==> config.mk <==
export PLATFORM = sky130hd
export DESIGN_NAME = dds_write_scheduler
export DESIGN_NICKNAME = d
export VERILOG_FILES = /design/src/rtl/dds_write_scheduler.sv
export SDC_FILE = /design/constraint.sdc
export NUM_CORES = 1
export LEC_CHECK = 0
export ABC_CLOCK_PERIOD_IN_PS = 2450
export CORE_AREA = 2 2 154 156
export DETAILED_ROUTE_END_ITERATION = 8
export DIE_AREA = 0 0 156 158
export PLACE_DENSITY = 0.69
export SLEW_MARGIN = 20
export SYNTH_ARGS = -nofsm -noshare
export SYNTH_HDL_FRONTEND = slang
export SYNTH_SLANG_ARGS = --single-unit
==> constraint.sdc <==
create_clock -name DDS_clock -period 2.45 [get_ports DDS_clock]
set_input_delay 0.3675 -clock DDS_clock [delete_from_list [all_inputs] [get_ports DDS_clock]]
set_output_delay 0.3675 -clock DDS_clock [all_outputs]
set_load 0.005 [all_outputs]
==> src/rtl/dds_write_scheduler.sv <==
// Round-robin arbiter sharing one AD9910 serial register writer among NREQ requesters, with optional IO_UPDATE strobe.
// Latency: grant registers ready one edge after req is seen; ack comes one edge after DONE (8*L+3 cycles for an L-byte frame).
// Backpressure: no grant while the writer reports busy; requesters hold req/data until their one-cycle ack.
module dds_write_scheduler #(
  parameter int NREQ          = 4,
  parameter int MAXLENGTH     = 9,
  parameter int UPDATE_WIDTH  = 4,
  parameter int ISSUE_TIMEOUT = 15,
  localparam int GW = (NREQ > 1) ? $clog2(NREQ) : 1,
  localparam int DW = MAXLENGTH * 8
) (
  input  logic               DDS_clock,
  input  logic               resetbar,
  input  logic [NREQ-1:0]    req,
  input  logic [4*NREQ-1:0]  req_length,
  input  logic [DW*NREQ-1:0] req_data,
  input  logic [NREQ-1:0]    req_update,
  output logic [NREQ-1:0]    ack,
  output logic               err,
  output logic [3:0]         dataLength,
  output logic [DW-1:0]      registerData,
  output logic               registerDataReady,
  input  logic               busy,
  output logic               io_update,
  output logic               sched_busy,
  output logic [GW-1:0]      grant_id
);

  localparam int TW = $clog2(ISSUE_TIMEOUT + 1);
  localparam logic [3:0]    MAXLEN4 = 4'(MAXLENGTH);
  localparam logic [3:0]    UPD4    = 4'(UPDATE_WIDTH);
  localparam logic [TW-1:0] TO_LAST = TW'(ISSUE_TIMEOUT - 1);
  localparam logic [TW-1:0] TO_MAX  = TW'(ISSUE_TIMEOUT);

  typedef enum logic [2:0] {S_IDLE, S_ISSUE, S_WAIT, S_UPDATE, S_DONE} state_t;

  state_t          state, state_n;
  logic [GW-1:0]   rr_ptr, rr_n;
  logic [GW-1:0]   gid_n;
  logic [3:0]      len_n;
  logic [DW-1:0]   data_n;
  logic            rdy_n;
  logic            upd_lat, upd_lat_n;
  logic            err_flag, err_flag_n;
  logic [NREQ-1:0] ack_n;
  logic            err_n;
  logic            io_n;
  logic [3:0]      upd_cnt, upd_cnt_n;
  logic [TW-1:0]   to_cnt, to_cnt_n;

  logic            win_vld;
  logic [GW-1:0]   win_idx;
  logic [GW-1:0]   cand;
  logic [3:0]      win_len;
  logic [DW-1:0]   win_data;
  logic            len_ok;

  // Round-robin pick: scan downward in offset so the lowest offset from rr_ptr wins.
  always_comb begin
    win_vld = 1'b0;
    win_idx = '0;
    cand    = '0;
    for (int k = NREQ - 1; k >= 0; k--) begin
      cand = GW'((int'(rr_ptr) + k) % NREQ);
      if (req[cand]) begin
        win_vld = 1'b1;
        win_idx = cand;
      end
    end
  end

  assign win_len    = req_length[int'(win_idx)*4 +: 4];
  assign win_data   = req_data[int'(win_idx)*DW +: DW];
  assign len_ok     = (win_len != 4'd0) && (win_len <= MAXLEN4);
  assign sched_busy = (state != S_IDLE);

  // Next-state and next-output logic; everything holds unless a state says otherwise.
  always_comb begin
    state_n    = state;
    rr_n       = rr_ptr;
    gid_n      = grant_id;
    len_n      = dataLength;
    data_n     = registerData;
    rdy_n      = registerDataReady;
    upd_lat_n  = upd_lat;
    err_flag_n = err_flag;
    ack_n      = '0;
    err_n      = 1'b0;
    io_n       = io_update;
    upd_cnt_n  = upd_cnt;
    to_cnt_n   = to_cnt;
    case (state)
      S_IDLE: begin
        // Writer still busy (e.g. finishing a frame after reset) blocks any grant.
        if (!busy && win_vld) begin
          gid_n     = win_idx;
          len_n     = win_len;
          data_n    = win_data;
          upd_lat_n = req_update[win_idx];
          rr_n      = (int'(win_idx) == NREQ - 1) ? '0 : win_idx + 1'b1;
          to_cnt_n  = '0;
          if (len_ok) begin
            rdy_n      = 1'b1;
            err_flag_n = 1'b0;
            state_n    = S_ISSUE;
          end else begin
            err_flag_n = 1'b1;
            state_n    = S_DONE;
          end
        end
      end
      S_ISSUE: begin
        if (busy) begin
          rdy_n   = 1'b0;
          state_n = S_WAIT;
        end else if (to_cnt >= TO_LAST) begin
          rdy_n      = 1'b0;
          err_flag_n = 1'b1;
          state_n    = S_DONE;
        end else if (to_cnt != TO_MAX) begin
          to_cnt_n = to_cnt + 1'b1;
        end
      end
      S_WAIT: begin
        // Data stays on the bus until the writer lets go of busy.
        if (!busy) begin
          if (upd_lat) begin
            io_n      = 1'b1;
            upd_cnt_n = UPD4;
            state_n   = S_UPDATE;
          end else begin
            state_n = S_DONE;
          end
        end
      end
      S_UPDATE: begin
        if (upd_cnt <= 4'd1) begin
          io_n      = 1'b0;
          upd_cnt_n = 4'd0;
          state_n   = S_DONE;
        end else begin
          upd_cnt_n = upd_cnt - 4'd1;
        end
      end
      S_DONE: begin
        ack_n[grant_id] = 1'b1;
        err_n           = err_flag;
        err_flag_n      = 1'b0;
        state_n         = S_IDLE;
      end
      default: state_n = S_IDLE;
    endcase
  end

  // State and output registers; reset drops every output at once, mid-frame or not.
  always_ff @(posedge DDS_clock or negedge resetbar) begin
    if (!resetbar) begin
      state             <= S_IDLE;
      rr_ptr            <= '0;
      grant_id          <= '0;
      dataLength        <= '0;
      registerData      <= '0;
      registerDataReady <= 1'b0;
      upd_lat           <= 1'b0;
      err_flag          <= 1'b0;
      ack               <= '0;
      err               <= 1'b0;
      io_update         <= 1'b0;
      upd_cnt           <= '0;
      to_cnt            <= '0;
    end else begin
      state             <= state_n;
      rr_ptr            <= rr_n;
      grant_id          <= gid_n;
      dataLength        <= len_n;
      registerData      <= data_n;
      registerDataReady <= rdy_n;
      upd_lat           <= upd_lat_n;
      err_flag          <= err_flag_n;
      ack               <= ack_n;
      err               <= err_n;
      io_update         <= io_n;
      upd_cnt           <= upd_cnt_n;
      to_cnt            <= to_cnt_n;
    end
  end

endmodule

## After elaboration in Yosys (flattened, before gate mapping)

Index checks and enable logic that the tools add are counted.
Widths: inputs -> output; s select.

- Flip-flop bits (word level): 100

- Magnitude comparators: 10
- Multiply operators: 1
- Reduce and logical (&&, ||, !) cells: 17
- Shift operators: 2
- Equal/unequal tests: 16
- $add $sub $neg: 6
- Mux-type cells: 54

Operator list:

| operator | number |
|---|---|
| $shiftx 288x10->72 | 1 |
| $mux 4 | 8 |
| $mux 1 | 22 |
| $mux 3 | 7 |
| $lt 2x3->1 const B | 6 |
| $ne 2x2->1 const B | 9 |
| $pmux 4 s2 | 2 |
| $reduce_and 4->1 | 4 |
| $shiftx 16x5->4 | 1 |
| $pmux 3 s4 | 1 |
| $bmux 1 s2 | 5 |
| $mux 2 | 5 |
| $eq 3x2->1 const B | 2 |
| $mul 2x4->6 const B | 1 |
| $reduce_bool 3->1 | 2 |
| $reduce_and 5->1 | 1 |
| $add 2x1->2 const B | 2 |
| $add 2x2->2 const B | 2 |
| $add 4x1->4 const B | 1 |
| $ge 4x4->1 const B | 1 |
| $le 4x1->1 const B | 1 |
| $le 4x4->1 const B | 1 |
| $ne 4x4->1 const B | 1 |
| $pmux 1 s2 | 2 |
| 15 further kinds | 18 |

## Longest topological paths before layout

- Depth after elaboration: 13
- Mapped depth: 9
- Mapped depth without buffers: 8

## Worst setup path after synthesis

No wires, ideal clock.

- Path type: register -> register
- Start: reg rr_ptr[1]
- End: reg err_flag
- Arrival time: 2196 ps
- Stages on the path, launching flop included: 6
- Period minus slack after synthesis: 2322 ps
- Setup slack: 128 ps
- Cells stage by stage: dfrtp_1 > mux2_2 > a221oi_2 > mux4_2 > or2_1 > a221o_1

- Cells in the longest elaborated chain, start to end: 13
- Elaborated cells on any way between the ends: 29
- Classes of those cells: add/sub (3); order compare (1); eq/ne (1); shift (1); mux (19); reduce/logical (4)

RTL lines:

| what | line | source |
|---|---|---|
| start, declared | 38 | `logic [GW-1:0] rr_ptr, rr_n;` |
| start signal, assigned | 173 | `rr_ptr <= rr_n;` |
| $add 2x2->2 | 64 | `cand = GW'((int'(rr_ptr) + k) % NREQ);` |
| $bmux 1 s2 | 65 | `if (req[cand]) begin` |
| $mux 1 (not written as such) | 65 |  |
| $mux 2 (4 in series) | 65 |  |
| $shiftx 16x5->4 | 72 | `assign win_len = req_length[int'(win_idx)*4 +: 4];` |
| $le 4x4->1 / $reduce_bool 4->1 (equally long branches) | 74 | `assign len_ok = (win_len != 4'd0) && (win_len <= MAXLEN4);` |
| $logic_and 1x1->1 | 74 |  |
| $mux 1 | 102 | `if (len_ok) begin` |
| $mux 1 | 95 | `if (!busy && win_vld) begin` |
| $pmux 1 s3 | 92 | `case (state)` |
| end signal, assigned | 179 | `err_flag <= err_flag_n;` |
| end, declared | 44 | `logic err_flag, err_flag_n;` |

Several ways; a longest one is shown, not always the timed one. The select of a mux whose other input is x is not followed.
A chain may end at the register's enable or synchronous reset.

## Worst setup path in the final report

- Start: in req[2]
- End: reg err_flag

- Cells in the longest elaborated chain, start to end: 12
- Elaborated cells on any way between the ends: 26
- Classes of those cells: order compare (1); eq/ne (1); shift (1); mux (19); reduce/logical (4)

RTL lines:

| what | line | source |
|---|---|---|
| start, declared | 14 | `input logic [NREQ-1:0] req,` |
| $bmux 1 s2 | 65 |  |
| $mux 1 (not written as such) | 65 |  |
| $mux 2 (4 in series) | 65 |  |
| $shiftx 16x5->4 | 72 |  |
| $le 4x4->1 / $reduce_bool 4->1 (equally long branches) | 74 |  |
| $logic_and 1x1->1 | 74 |  |
| $mux 1 | 102 |  |
| $mux 1 | 95 |  |
| $pmux 1 s3 | 92 |  |

Several ways; a longest one is shown, not always the timed one. The select of a mux whose other input is x is not followed.

==> reports/results.tsv <==
stage	metric	value	unit
synth	largest family of logic cells by synthesized area	compound AO/OA/AOI/OAI gates	
clocking	clock sink count	100	
synth	Yosys Warn Count	0	
setup_path	crit-path max cell delay	0.50	ns
routing	number of DRC markers in iteration 0	421	
job	max cap viols	0	
clocking	CTS Buf Count	9	
layout	Area Overhead vs Synth	74.7	%
synth	multiplexer share of the synthesized area	1.89	%
global_routing	Remaining Overflow, GRT	0	
timing	final worst slack	0.0494	ns
synth	Syn Nets	1140	
timing	Tcrit/Tclk final	98.0	%
setup_path	Worst Path Arrival	2.64	ns
clocking	CTS tree	done	
routing	DR DRC count	0	
layout	most common cell after layout, fill and taps aside	clkdlybuf4s50_1	
outcome	outcome	complete, no violations	
synth	Async SR Flop Fraction	100	%
synth	adder-cell share of the synthesized area	0.773	%
setup_path	Worst Setup SP	req[2]	
setup_path	Levels on crit path	7	
setup_path	CP startpoint kind	input pin	
layout	Layout Utilization	49.1	%
floorplan	Die H	158	um
synth	Synth Area in Compound Gates	27.7	%
placement	GPL Wtd Cong	0.904	
routing	TritonRoute pass-1 iters	5	
synth	Cells after Synth	821	
setup_path	r2r setup slk	0.10	ns
setup_path	r2r startpoint	rr_ptr[1]	
routing	WL/cell	18.2	um
synth	Post-Synth Simple-Gate Area	25.6	%
placement	Placed Cells	1469	
clocking	Clock Root Buffer	clkbuf_16	
timing	Fin. Hold Viols	0	
floorplan	die width	156	um
setup_path	Data required, critical path	2.69	ns
synth	Top FF cell, synth	dfrtp_1	
routing	vias per cell	5.04	
pwr	Power Dens Cells	952	mW/mm^2
clocking	Worst-path clk slew	0.08	ns
pwr	Max IR drop VDD	0.349	mV
setup_path	slowest CP cell	mux4_2	
clocking	clock buffer depth	2	
timing	Final Slew Violations	0	
synth	synth unique cells	42	
global_routing	gr usage total	21.0	%
setup_path	CP Cell Sequence	clkdlybuf4s50_1 > nor2b_4 > a221o_2 > and2_4 > mux4_2 > or2_4 > a221o_1	
global_routing	initial antenna violation count	4	
synth	Cell Area, Synth	0.00647	sq mm
synth	FF+latch count, synth	100	
setup_path	RR Endpoint	state[2]	
timing	Final Skew	0.0124	ns
placement	pre-CTS WS	-0.318	ns
setup_path	Crit. End Element	register	
setup_path	worst-path fanout max	6	
routing	via count	7513	
timing	setup TNS	0	ns
setup_path	CP top delay family	compound AO/OA/AOI/OAI gates	
routing	Post-Route WL	27100	um
global_routing	first-pass GRT wire length	40500	um
placement	Placed Area	0.0109	sq mm
floorplan	Initial Util	28.1	%
global_routing	vias in the first global route	7374	
routing	antenna viol nets, final	0	
min_path	Hold WC Path Type	input pin to asynchronous set/reset pin	
synth	syn_area_per_cell	7.89	sq um
layout	share of cells above drive strength 1	11.9	%
floorplan	core area	0.0231	sq mm
timing	final setup fails	0	
synth	number of synthesized flops with an enable pin	0	
timing	min Tclk post-route	2.40	ns
global_routing	largest net degree at the start of global routing	66	
setup_path	CP endpoint	err_flag	
floorplan	die area	0.0246	sq mm
placement	IO buf count	400	
layout	final net count	1511	
timing	Slew headroom	60.6	%
floorplan	Row Count	56	
floorplan	Top Ports	401	
setup_path	R2R depth	7	
synth	Synth Area in XOR/XNOR	0.271	%
clocking	insertion delay to the later sink of the worst-skew pair	0.35	ns
layout	design area	0.0113	sq mm
synth	sequential fraction of the synthesis area	38.7	%
timing	Least-Margin Pin Slew	0.591	ns
setup_path	critical path type	input pin to register	
clocking	H-tree depth	3	
layout	non-filler cells, final	1491	
setup_path	CP Buf/Inv Count	1	
timing	Max Clk Rate	417	MHz
pwr	LEAKAGE	4.82	nW
layout	commonest non-fill, non-tap cells in the layout	398 x clkdlybuf4s50_1, 244 x nand2_1, 100 x dfrtp_1	
placement	DP Wirelength	20400	um
state kept, by name, summed over array words and instances (netlist names), 2 cells and up:
signal,count
ack,4
upd_cnt,4
to_cnt,4
grant_id,2
dataLength,4
rr_ptr,2
registerData,72
state,3
cell type report:
| cell class | count | area [sq um] |
|---|---|---|
| repair buffers | 438 | 4400 |
| well taps | 290 | 363 |
| diodes | 4 | 10.0 |
| fillers | 2278 | 11700 |
| inverters | 7 | 26.3 |
| multi-input cells | 636 | 3700 |
| clock buffers | 12 | 256 |
| flip-flops and latches | 100 | 2500 |
| clock inverters | 4 | 56.3 |
kinds of logic (layout without fill, tap and decap cells):
group | count (synthesis) | after routing
simple gates | 367 | 367
compound gates | 256 | 256
flops | 100 | 100
buf+inv | 85 | 461
mux | 7 | 7
fa+ha+maj | 4 | 4
xor+xnor | 2 | 2
other cells | 0 | 4
per-layer routing:
layer / part of all wire, % / up-vias / track usage [%] / routed length [um]
li1: - / 3677 / - / -
met3: 7.9 / 46 / 5.91 / 2150
met2: 47 / 304 / 35.7 / 12900
met4: 2.9 / 0 / 8.52 / 792
met1: 42 / 3486 / 25.3 / 11300
met5: 0 / - / 0 / 0
synth_stat cells (all sizes together), types with 6 or more instances:
| master | count | area [sq um] |
|---|---|---|
| nand2 | 245 | 920 |
| a31o | 73 | 639 |
| nor2 | 15 | 56.3 |
| and3 | 75 | 469 |
| clkbuf | 67 | 251 |
| dfrtp | 100 | 2500 |
| a21oi | 6 | 30.0 |
| o21ai | 88 | 440 |
| nor3 | 8 | 40.0 |
| a211oi | 75 | 563 |
| buf | 11 | 56.3 |
| inv | 7 | 26.3 |
worst min path at each step:
stage           endpoint  slack, ns  cells after the start
3_3_place_gp   to_cnt[2]       0.23                      1
4_1_cts        to_cnt[2]       0.40                      2
3_5_place_dp   to_cnt[2]       0.23                      1
6_report       to_cnt[0]       0.41                      2
5_1_grt        to_cnt[2]       0.44                      2
2_1_floorplan     ack[0]       0.07                      0
repair_timing:
| action | 4_1_cts | 5_1_grt |
|---|---|---|
| resized for setup | 0 | 6 |
| endpoints found under the hold margin | 10 | 0 |
| setup buffers | 0 | 1 |
| endpoints found under the setup margin | 0 | 17 |
| hold buffers | 1 | 0 |
power breakdown:
group	switching, W	internal, W	total, W	leakage (nW)
clock network	0.000667	0.000858	0.00152	0.153
logic	0.00303	0.00333	0.00636	3.43
registers	0.000481	0.00240	0.00288	1.24
total	0.00418	0.00659	0.0108	4.82
worst register-to-register path, stage by stage (launching register included):
cell and delay (ns):
dfrtp_1 0.41, mux2_2 0.38, a221oi_4 0.37, buf_4 0.18
mux4_2 0.35, nor4_4 0.29, buf_4 0.18, o31a_1 0.13
stage by stage:
stage	power [W]	hold slack [ns]
detailed placement	0.00927	0.229
CTS	0.0109	0.404
global placement	0.00917	0.225
floorplan	0.00609	0.0719
finish	0.0108	0.410
global route	0.0116	0.436
No activity file was read; power rests on OpenSTA's default activity.
